### config.mk
export PLATFORM = sky130hd
export DESIGN_NAME = if_id_fetch_queue
export DESIGN_NICKNAME = d
export VERILOG_FILES = /design/src/rtl/if_id_fetch_queue.sv
export SDC_FILE = /design/constraint.sdc
export NUM_CORES = 1
export LEC_CHECK = 0
export ABC_AREA = 1
export ABC_CLOCK_PERIOD_IN_PS = 3200
export CORE_AREA = 3 3 118 120
export DETAILED_ROUTE_END_ITERATION = 6
export DIE_AREA = 0 0 121 123
export PLACE_DENSITY = 0.78
export SETUP_SLACK_MARGIN = 0.15
export SYNTH_ARGS = -nofsm -noshare
export SYNTH_HDL_FRONTEND = slang
export SYNTH_SLANG_ARGS = --single-unit
### constraint.sdc
create_clock -name Clk -period 3.2 [get_ports Clk]
set_input_delay 0.96 -clock Clk [delete_from_list [all_inputs] [get_ports Clk]]
set_output_delay 0.96 -clock Clk [all_outputs]
set_load 0.05 [all_outputs]
### src/rtl/if_id_fetch_queue.sv
`default_nettype none
// ============================================================================
// Module   : if_id_fetch_queue
// Purpose  : IF/ID decoupling FIFO. Captures {instruction, PC+4} from fetch
//            and presents the oldest entry to decode with valid/ready.
//            Flush discards all queued entries and any same-cycle push.
// Revision : 1.0 - initial release
// ============================================================================
module if_id_fetch_queue #(
  parameter int DEPTH = 2,
  parameter int WIDTH = 32
) (
  input  logic                       Clk,
  input  logic                       Rst,
  input  logic                       InValid,
  input  logic [WIDTH-1:0]           InInstruction,
  input  logic [WIDTH-1:0]           InPCPlus4,
  output logic                       InReady,
  output logic                       OutValid,
  output logic [WIDTH-1:0]           OutInstruction,
  output logic [WIDTH-1:0]           OutPCPlus4,
  input  logic                       OutReady,
  input  logic                       Flush,
  output logic [$clog2(DEPTH):0]     Count
);

  localparam int PTR_W = $clog2(DEPTH);
  localparam int CNT_W = PTR_W + 1;

  logic [WIDTH-1:0] instr_q [DEPTH];
  logic [WIDTH-1:0] pc_q    [DEPTH];
  logic [PTR_W-1:0] wr_ptr_q, wr_ptr_d;
  logic [PTR_W-1:0] rd_ptr_q, rd_ptr_d;
  logic [CNT_W-1:0] count_q,  count_d;

  logic push_w;
  logic pop_w;
  logic not_empty_w;

  // Handshake qualification; ready depends on occupancy only, so a full
  // queue never accepts a push even when decode pops in the same cycle.
  always_comb begin
    not_empty_w = (count_q != '0);
    InReady     = (count_q < CNT_W'(DEPTH));
    push_w      = InValid & InReady & ~Flush;
    pop_w       = not_empty_w & OutReady & ~Flush;
  end

  // Next-state for pointers and occupancy; flush overrides everything.
  always_comb begin
    wr_ptr_d = wr_ptr_q;
    rd_ptr_d = rd_ptr_q;
    count_d  = count_q;
    if (Flush) begin
      wr_ptr_d = '0;
      rd_ptr_d = '0;
      count_d  = '0;
    end else begin
      if (push_w) wr_ptr_d = wr_ptr_q + PTR_W'(1);
      if (pop_w)  rd_ptr_d = rd_ptr_q + PTR_W'(1);
      if (push_w && !pop_w)      count_d = count_q + CNT_W'(1);
      else if (pop_w && !push_w) count_d = count_q - CNT_W'(1);
    end
  end

  // Pointer and occupancy registers.
  always_ff @(posedge Clk or negedge Rst) begin
    if (!Rst) begin
      wr_ptr_q <= '0;
      rd_ptr_q <= '0;
      count_q  <= '0;
    end else begin
      wr_ptr_q <= wr_ptr_d;
      rd_ptr_q <= rd_ptr_d;
      count_q  <= count_d;
    end
  end

  // Entry storage; written at the write pointer on an accepted push.
  always_ff @(posedge Clk or negedge Rst) begin
    if (!Rst) begin
      for (int i = 0; i < DEPTH; i++) begin
        instr_q[i] <= '0;
        pc_q[i]    <= '0;
      end
    end else if (push_w) begin
      instr_q[wr_ptr_q] <= InInstruction;
      pc_q[wr_ptr_q]    <= InPCPlus4;
    end
  end

  // Head presentation; gated to zero (NOP) whenever the queue is empty so
  // stale storage after a flush is never visible.
  always_comb begin
    OutValid       = not_empty_w;
    OutInstruction = not_empty_w ? instr_q[rd_ptr_q] : '0;
    OutPCPlus4     = not_empty_w ? pc_q[rd_ptr_q]    : '0;
    Count          = count_q;
  end

endmodule
`default_nettype wire

# ---- Word level (Yosys, flattened, before mapping)
# Index checks and enable logic that the tools add are counted.
dict set report word_totals {
  regBits 132
  output_inout_bits 68
  in_bits 69
  word_cells 50
}
dict set report op_classes {
  reduce_logical 9
  magnitude_cmp 4
  addsub 4
  n_bitwise 7
  n_mux 19
}
# operator n
set ops {}
lappend ops {{two-way mux 32 bit} 9}
lappend ops {{bitwise mux 64 bit} 2}
lappend ops {{demux 32 bit (select 1 bit)} 1}
lappend ops {{two-way mux 2 bit} 3}
lappend ops {{nonzero test 2 bit} 3}
lappend ops {{AND 1 bit} 4}
lappend ops {{greater-or-equal comparator 2 bit (second input constant)} 2}
lappend ops {{two-way mux 1 bit} 4}
lappend ops {{inverter 1 -> 2 bit} 2}
lappend ops {{logical AND 1 bit} 3}
lappend ops {{nonzero test 3 bit} 1}
lappend ops {{adder 1 bit (second input constant)} 2}
lappend ops {{adder 2 x 1 -> 2 bit (second input constant)} 1}
lappend ops {{zero test 1 bit} 2}
lappend ops {{less-than comparator 2 x 1 -> 1 bit (second input constant)} 1}
lappend ops {{less-than comparator 2 bit (second input constant)} 1}
lappend ops {{subtractor 2 x 1 -> 2 bit (second input constant)} 1}
lappend ops {{inverter 1 bit} 1}

# ---- Depth between registers and ports, before layout
dict set report depth {
  word_depth 8
  depth_mapped 9
  ltp_nobuf 9
}

# ---- Least setup slack after synthesis
# No wires, ideal clock.
dict set report synth_timing {
  path_type {register to output}
  from {register count_q[0], in the netlist Count[0]}
  to {output port OutInstruction[0]}
  required_time_ns 2.240
  stages_incl_launch_ff 5
  slack_ns 0.336
  n_path_buf 2
  t_arrival_ns 1.904
  cell_sequence {dfrtp_1 -> nor2_1 -> buf_2 -> buf_2 -> a21oi_1}
}
dict set report synth_between {
  elab_chain_len 2
}
# item line_no
set synth_lines {}
lappend synth_lines {{start, declared} 34} ;# logic [CNT_W-1:0] count_q, count_d;
lappend synth_lines {{start signal, assigned} 75} ;# count_q <= count_d;
lappend synth_lines {{nonzero test 2 bit} 43} ;# not_empty_w = (count_q != '0);
lappend synth_lines {{two-way mux 32 bit} 96} ;# OutInstruction = not_empty_w ? instr_q[rd_ptr_q] : '0;
lappend synth_lines {{end, declared} 20} ;# output logic [WIDTH-1:0] OutInstruction,
# No other way between the ends.

# ---- Worst setup path after layout
dict set report layout_timing {
  from {register rd_ptr_q}
  to {output port OutPCPlus4[15]}
}
dict set report layout_between {
  elab_chain_len 5
}
# item line_no
set layout_lines {}
lappend layout_lines {{start, declared} 33} ;# logic [PTR_W-1:0] rd_ptr_q, rd_ptr_d;
lappend layout_lines {{start signal, assigned} 74} ;# rd_ptr_q <= rd_ptr_d;
lappend layout_lines {{inverter 1 -> 2 bit (not written as such)} 97} ;# OutPCPlus4 = not_empty_w ? pc_q[rd_ptr_q] : '0;
lappend layout_lines {{two-way mux 32 bit (not written as such) (3 in a row)} 97}
lappend layout_lines {{two-way mux 32 bit} 97}
lappend layout_lines {{end, declared} 21} ;# output logic [WIDTH-1:0] OutPCPlus4,
# No other way between the ends. The select of a mux whose other input is x is not followed.

==> results.md <==
* Status: complete, no violations
* Clock Skews at 8.593 ps
* Clk slew on worst S/H paths at 50 ps
* Total wire length at 14310 µm
* Slew @ Worst Pin at 611.9 ps
* Top-count cell post-synth: nand2_1
* Routed vias at 5059
* Mapped Area at 6450 µm²
* Ant. Diodes at 0
* Maxcap violations at 0
* Post-synth EDFFs at 0
* Die H at 123 µm
* Setup TNS at 0 ps
* Seq/Total Area, Yosys at 51.21%
* H-Tree Depth at 4
* Post-CTS setup buffer count at 0
* FP Rows at 42
* Gr usage total at 19.90%
* Unrepaired setup endpoints after global routing: no
* Synth Register Bits at about 130
* CP Class: reg -> out
* Final Hold Fails at 0
* Routability cong. at 0.7688
* Final instance count without filler cells at 1027
* Synth Net Count at between 700 and 800
* Die W at 121 µm
* CTS Hold Bufs at 0
* Via density at 4.926
* Mean Syn Cell Area at 8.909 µm²
* Root Driver: clkbuf_16
* CTS-repair resized insts at 0
* Synth top area cells: dfrtp_1 (51%), o21ai_2 (16%), nand2_1 (16%)
* Slew margin rel. at ~59%
* Final Cycle Share at 90.08%
* Drt pass-1 iters at 5
* Cell count after synthesis at between 700 and 800
* Required @ worst endpoint at between 2000 and 2500 ps
* I/O pins at 137
* CTS Buf Count at 17
* PortBufs at around 140
* VDD IR max at 345.1 µV
* Lkg Pwr at around 4.1 nW
* Synth unique cells at 19
* Initial antenna violation count at 0
* Startpoint type of the worst setup path: register
* Placed instance count at 997
* Synth top area share at 51.21%
* Warnings, synthesis at 0
* Initial DRC Count at 364
* Global-route wire length before repair at approximately 24000 µm
* Highest Clock Rate at 346.9 MHz
* Min-Delay Path Class: reg -> reg
* Setup crit end kind: output port
* Full die area at 14880 µm²
* CTS sink cnt at 132
* Core area at 13090 µm²
* CP peak stage delay at 420 ps
* Worst Path Buf+Inv at 3
* Fraction of layout cells with a size suffix above 1 at about a quarter
* Final ANT Viol Nets at 0
* CP dominant cell by count: buf_4
* Worst Hold Depth at 2
* Critical-path maximum fanout at 31
* Leading cell types by count after synthesis: nand2_1 (267), dfrtp_1 (132), o21ai_2 (115), inv_1 (69), a21oi_1 (66)
* Fillers at about 1000
* Final setup fails at 0
* Post-synth top area cell: dfrtp_1
* Cells along the critical path: inv_2 > buf_4 > nand2_1 > a21oi_1 > buf_4
* Most used DFF post-synth: dfrtp_1
* Clock Path Buffers at 2
* Worst reg2reg path depth at 7
* WP depth at 5
* Initial Util at 49.29%
* Worst path top cell family by delay: buffers and inverters
* Drt wl/cell at around 14 µm
* Crit path time final at 2883 ps
* Worst path slowest cell: dfrtp_2
* Nets at 909
* CTS tree: yes
* Async S/R FF share, synth at 100.0%
* Clk Latency, worst-skew pair at 410 ps
* Fin. max-slew vios at 0
* Drt drc at 0
* Critical Path AT at around 1900 ps
* Power per standard cell area at 762.2 nW/µm²
* Vias in the first global route at 4789
* GR Overflow Total at 0
* Hpwl dp at 9118 µm
* Layout area overhead at 36.47%
* Largest net degree at the start of global routing at roughly 110
worst paths after layout:
| path | to | slack [ps] | startpoint |
|---|---|---|---|
| worst max-delay path | OutPCPlus4[15] | 320 | rd_ptr_q |
| max in group asynchronous | pc_q[60] | 1970 | Rst |
| worst min register to register | instr_q[47] | 480 | instr_q[47] |
| worst min-delay path | instr_q[47] | 480 | instr_q[47] |
| worst max register to register | instr_q[7] | 1430 | Count[1] |
| min in group asynchronous | instr_q[52] | 510 | Rst |
flip-flops by register name, indices dropped and copies added, names as in the netlist:
signal    flops
Count         2
instr_q      64
pc_q         64
rd_ptr_q      1
wr_ptr_q      1
worst register-to-register path: stages (launching register included):
cell and delay, ps:
dfrtp_1 430, inv_2 130, nand2_4 80, nor2_4 220
nand2_8 170, buf_12 280, nand2_1 270, o21ai_2 60
stage by stage:
stage	area, µm²	setup WS (ps)	hold WS [ps]	power (W)	util, %
floorplan	6450	335.8	454.8	0.004047	-
global placement	8242	614.5	462.6	0.004827	62.99
detailed placement	8242	589.4	466.9	0.004893	62.99
CTS	8802	296.5	481.5	0.006769	67.27
global route	8802	198.9	494.3	0.007094	67.27
finish	8802	317.5	477.8	0.006709	67.27
logic make-up after synthesis:
| logic type | share of synthesized area, % |
|---|---|
| and+or+nand+nor | 16.53 |
| AOI/OAI and AO/OA | 21.90 |
| DFF | 51.21 |
| buffers and inverters | 10.36 |
report_power, final:
part           internal, W  switching [W]  total (W)
clock              0.00120       0.000653    0.00185
sequential         0.00221       0.000290    0.00250
combinational     0.000979        0.00138    0.00236
placed cells by master, fill, tap and decap left out, drive strengths merged, types with 3 or more instances in the layout:
master	synthesis	final
o21ai	130	130
nor2	3	3
nand2	270	270
inv	70	70
clkdlybuf4s50	0	71
nand3	3	3
clkinv	0	3
clkbuf	7	25
a21oi	66	66
dfrtp	132	132
buf	42	75
metal layers:
metal,up-vias,GRT usage [%],routed length (µm)
met3,17,4.026,590
li1,2525,-,-
met5,-,0,0
met1,2401,26.81,6347
met4,0,6.445,181
met2,116,32.55,7194
layout make-up:
type	count	area, µm²	area share [%]
Sequential cell	132	3304	37.54
Clock inverter	5	75.07	0.8529
Timing Repair Buffer	146	1941	22.05
Clock buffer	25	485.5	5.515
Multi-Input combinational cell	473	2514	28.56
Tap cell	176	220.2	2.502
Inverter	70	262.8	2.985
(Power assumes the default switching activity.)
